==> config.mk <==
export PLATFORM = sky130hd
export DESIGN_NAME = fetch_stage
export DESIGN_NICKNAME = d
export VERILOG_FILES = /design/src/rtl/fetch_stage.sv
export SDC_FILE = /design/constraint.sdc
export NUM_CORES = 1
export LEC_CHECK = 0
export ABC_AREA = 1
export BUFFER_PORTS_ARGS = -buffer_cell sky130_fd_sc_hd__buf_4
export CORE_ASPECT_RATIO = 0.6
export CORE_MARGIN = 2
export CORE_UTILIZATION = 52
export DETAILED_ROUTE_END_ITERATION = 6
export GPL_TIMING_DRIVEN = 0
export PLACE_DENSITY = 0.81
export SLEW_MARGIN = 40
export SYNTH_ARGS = -nofsm -noshare
export SYNTH_HDL_FRONTEND = slang
export SYNTH_SLANG_ARGS = --single-unit
==> constraint.sdc <==
create_clock -name clk -period 4.39 [get_ports clk]
set_input_delay 0.439 -clock clk [delete_from_list [all_inputs] [get_ports clk]]
set_output_delay 0.439 -clock clk [all_outputs]
set_load 0.01 [all_outputs]
==> src/rtl/fetch_stage.sv <==
// Instruction-fetch stage: PC selection, imem request/ready handshake with
// redirect draining, and the IF/ID pipeline register feeding decode.
module fetch_stage #(
  parameter logic [31:0] RESET_PC  = 32'h0000_0000,
  parameter logic [31:0] NOP_INSTR = 32'hE1A0_0000
) (
  input  logic        clk,
  input  logic        reset,
  input  logic        StallF,
  input  logic        StallD,
  input  logic        FlushD,
  input  logic        BranchTakenE,
  input  logic [31:0] BranchTargetE,
  input  logic        PCSrcWB,
  input  logic [31:0] ResultWB,
  output logic        imem_req,
  output logic [31:0] imem_addr,
  input  logic [31:0] imem_rdata,
  input  logic        imem_ready,
  output logic [31:0] PCF,
  output logic        ImemWaitF,
  output logic [31:0] InstrD,
  output logic [31:0] PCPlus8D,
  output logic        ValidD
);

  typedef enum logic [1:0] {S_RESET, S_FETCH, S_DRAIN} state_t;

  state_t      r_state;
  logic [31:0] r_pc;
  logic [31:0] r_pending_pc;
  logic [31:0] r_instr;
  logic [31:0] r_pcplus8;
  logic        r_valid;

  logic        w_redirect;
  logic [31:0] w_target;
  logic        w_load;

  assign w_redirect = BranchTakenE | PCSrcWB;
  assign w_target   = BranchTakenE ? BranchTargetE : ResultWB;
  assign w_load     = (r_state == S_FETCH) & imem_ready & ~StallF & ~w_redirect;

  assign imem_req  = (r_state != S_RESET);
  assign imem_addr = r_pc;
  assign PCF       = r_pc;
  assign ImemWaitF = ((r_state == S_FETCH) & ~imem_ready) | (r_state == S_DRAIN) |
                     (r_state == S_RESET);
  assign InstrD    = r_instr;
  assign PCPlus8D  = r_pcplus8;
  assign ValidD    = r_valid;

  // S_DRAIN keeps the address stable until the outstanding fetch returns,
  // then jumps to the most recent redirect target.
  always_ff @(posedge clk or posedge reset) begin
    if (reset) begin
      r_state      <= S_RESET;
      r_pc         <= RESET_PC;
      r_pending_pc <= 32'h0000_0000;
    end else begin
      case (r_state)
        S_RESET: r_state <= S_FETCH;
        S_FETCH: begin
          if (w_redirect) begin
            if (imem_ready) begin
              r_pc <= w_target;
            end else begin
              r_pending_pc <= w_target;
              r_state      <= S_DRAIN;
            end
          end else if (imem_ready && !StallF) begin
            r_pc <= r_pc + 32'd4;
          end
        end
        S_DRAIN: begin
          if (w_redirect) r_pending_pc <= w_target;
          if (imem_ready) begin
            r_pc    <= w_redirect ? w_target : r_pending_pc;
            r_state <= S_FETCH;
          end
        end
        default: r_state <= S_RESET;
      endcase
    end
  end

  // IF/ID register
  always_ff @(posedge clk or posedge reset) begin
    if (reset) begin
      r_instr   <= NOP_INSTR;
      r_pcplus8 <= 32'h0000_0000;
      r_valid   <= 1'b0;
    end else if (FlushD) begin
      r_instr   <= NOP_INSTR;
      r_pcplus8 <= 32'h0000_0000;
      r_valid   <= 1'b0;
    end else if (!StallD) begin
      if (w_load) begin
        r_instr   <= imem_rdata;
        r_pcplus8 <= r_pc + 32'd8;
        r_valid   <= 1'b1;
      end else begin
        r_instr   <= NOP_INSTR;
        r_pcplus8 <= 32'h0000_0000;
        r_valid   <= 1'b0;
      end
    end
  end

endmodule

==> metrics.md <==
| Metric | Value |
|---|---|
| Post-synth EDFFs | `0` |
| Critical Path Fanout Max | `10` |
| Routed Antenna Nets | `0` |
| Final RePlAce weighted congestion | `0.929` |
| Syn-to-layout area delta | `34.8%` |
| Routed vias | `8145` |
| Floorplan row count | `34` |
| Crit share post-route | `55.9%` |
| Cell Pwr Density | `632 mW/mm²` |
| Initial antenna violation count | `0` |
| Final design utilization | `71.2%` |
| Worst-skew pair later-pin latency | `430 ps` |
| Mapped Nets | `1092` |
| Max_slew headroom | `56.9%` |
| CP cell instances | `inv_1 -> ha_1 -> clkbuf_1 -> nor2_1 -> o21ai_0 -> buf_4` |
| CP endpoint kind | `primary output` |
| Slew at the pin closest to its max-slew limit | `around 640 ps` |
| Most frequent cells in the layout | `nand2_1 (284), buf_4 (269), dfrtp_1 (125)` |
| CP Data Required Time | `3950 ps` |
| Flop2flop setup slack | `between 2000 and 2500 ps` |
| WP data arrival | `2020 ps` |
| Max Clock Skew | `about 14 ps` |
| Share of cells above drive strength 1 | `30.1%` |
| Worst setup SP type | `register` |
| Top FF cell, synth | `dfrtp_1` |
| DR WL/cell | `18.2 µm` |
| Max Fclk | `0.407 GHz` |
| Crit Path Class | `register to primary output` |
| Mapped cell area | `between 0.007 and 0.008 mm²` |
| Mean number of vias per cell | `between 5 and 6` |
| Overflow after GRT | `0` |
| Initial Utilization | `52.8%` |
| Final net count | `between 1000 and 1500` |
| Worst VDD drop | `385 µV` |
| Die area | `roughly 0.016 mm²` |
| Worst Hold Class | `input port to asynchronous set/reset pin` |
| Die width | `160 µm` |
| Iteration count of the initial detailed-routing pass | `7` |
| Register area share after synthesis | `a little over two fifths` |
| # fillers | `1175` |
| I/O pin count | `~240` |
| Commonest non-fill, non-tap cell in the layout | `nand2_1` |
| Final hold vios | `0` |
| Hold buffers post-CTS | `0` |
| CTS root buffer | `clkbuf_16` |
| Core area | `0.0144 mm²` |
| Status | `complete, but fails checks` |
| Max-cap viol count | `0` |
| First-pass GRT wire length | `41600 µm` |
| IO Port Bufs | `233` |
| CTS Sinks | `around 130` |
| Max incr delay on CP | `between 400 and 500 ps` |
| Setup Viol. Count Final | `0` |
| DRC Markers | `1` |
| Vias in the first global route | `7848` |
| Longest Clk Path Bufs | `2` |
| Yosys cell types | `47` |
| ANT cells | `0` |
| Setup Buffers After CTS | `0` |
| HPWL after DPL | `approximately 20000 µm` |
| CTS Buf Count | `17` |
| Fin crit period | `2460 ps` |
| DRT iter0 DRCs | `about 750` |
| Die H | `97.8 µm` |
| Pleak | `5.26 nW` |
| Largest net degree at the start of global routing | `80` |
| Failing checks | `DRC` |
| Post-Route WL | `26300 µm` |
| Slew Viols, Final | `0` |
| Cells after synthesis | `983` |
| #FFs+latches synth | `about 130` |
| Synth warnings | `0` |
| Clock transition at path regs | `60 ps` |
| PostCTS Resize Cnt | `0` |
| Slowest stage cell, crit path | `clkbuf_1` |
| Asr flop ratio synth | `100%` |
| Avg Inst Size Synth | `7.75 µm²` |
| Hold slack | `around 85 ps` |
| CTS H-tree lvls | `4` |
| GR Util All Layers | `34.2%` |
| TritonCTS clock tree | `yes` |
| RSZ-0062 raised after global routing | `no` |
[sequential cells by signal (all words and copies together) (netlist names)]
| register | count |
|---|---|
| PCPlus8D | 32 |
| PCF | 32 |
| InstrD | 32 |
| ValidD | 1 |
| r_pending_pc | 32 |
| r_state | 2 |
[metrics by stage]
stage               instances  TNS, ps  total power [mW]  area (µm²)  worst slack (ps)
floorplan                 983        0              3.68        7620               463
global placement         1414  -141220              4.81        9620             -1140
detailed placement       1415        0              4.90        9650              2250
CTS                      1447        0              6.42       10300              1990
global route             1447        0              6.85       10300              1820
finish                   1447        0              6.48       10300              1930
[worst max-delay path, delay by kind of cell (launching register included)]
family,cells,cell delay [ps]
buffers and inverters,3,730
flip-flops,1,410
adder cells (fa/ha/maj),1,220
AND/OR/NAND/NOR,1,130
AO/OA/AOI/OAI,1,110
[per-layer routing]
metal | vias up | share of wire (%) | global-route usage [%]
met4 | 0 | 1.3 | 7.42
li1 | 3722 | - | -
met2 | 520 | 43 | 52.1
met3 | 36 | 12 | 8.24
met1 | 3867 | 44 | 49.9
met5 | - | 0 | 0
[power breakdown]
part	total, mW	internal (mW)	switching (mW)	leakage [nW]
logic	2.96	1.26	1.69	3.30
clock network	1.51	0.920	0.595	0.292
registers	2.01	1.54	0.473	1.67
[cells by family (layout without fill, tap and decap cells)]
| logic type | after synthesis | after routing | synth area share, % |
|---|---|---|---|
| flip-flops | 131 | 131 | 43.1 |
| AO/OA/AOI/OAI | 204 | 204 | 17.2 |
| adder cells (fa/ha/maj) | 5 | 5 | 0.821 |
| buffers and inverters | 158 | 424 | 10.3 |
| multiplexers | 14 | 14 | 2.05 |
| AND/OR/NAND/NOR | 461 | 461 | 25.4 |
| XOR/XNOR | 10 | 10 | 1.15 |
[path summary, 6_finish.rpt]
path                                    startpoint                      end  cells after the start
min                                          reset    InstrD[5]$_DFFE_PP0P_                      2
max                         r_state[0]$_DFFE_PP0P_                ImemWaitF                      6
max in group asynchronous                    reset      PCF[21]$_DFFE_PP0P_                      3
max reg2reg                     PCF[3]$_DFFE_PP0P_      PCF[16]$_DFFE_PP0P_                      9
min reg2reg                PCPlus8D[1]$_DFFE_PP0P_  PCPlus8D[1]$_DFFE_PP0P_                      2
min in group clk                     imem_rdata[4]    InstrD[4]$_DFFE_PP0P_                      2
[synthesized netlist by cell type, types with 11 or more instances]
| master | instances | area share, % |
|---|---|---|
| a21oi_1 | 36 | 2.4 |
| a22o_1 | 27 | 3.1 |
| buf_2 | 18 | 1.2 |
| buf_4 | 36 | 3.5 |
| clkbuf_1 | 14 | 0.69 |
| dfrtp_1 | 125 | 41 |
| inv_1 | 71 | 3.5 |
| nand2_1 | 284 | 14 |
| nand3_1 | 27 | 1.8 |
| nor2_1 | 101 | 5.0 |
| o21ai_0 | 59 | 3.9 |
| o21ai_1 | 17 | 1.1 |
| o22ai_1 | 11 | 0.90 |
[layout make-up]
type	instances	area, µm²	area share, %
Multi-Input combinational cell	694	3550	34.6
Sequential cell	131	3290	32.0
Timing Repair Buffer	234	1780	17.3
Buffer	77	477	4.64
Clock buffer	19	443	4.31
Inverter	81	314	3.06
Tap cell	198	248	2.41
Clock inverter	13	174	1.69
(Power assumes the default switching activity.)
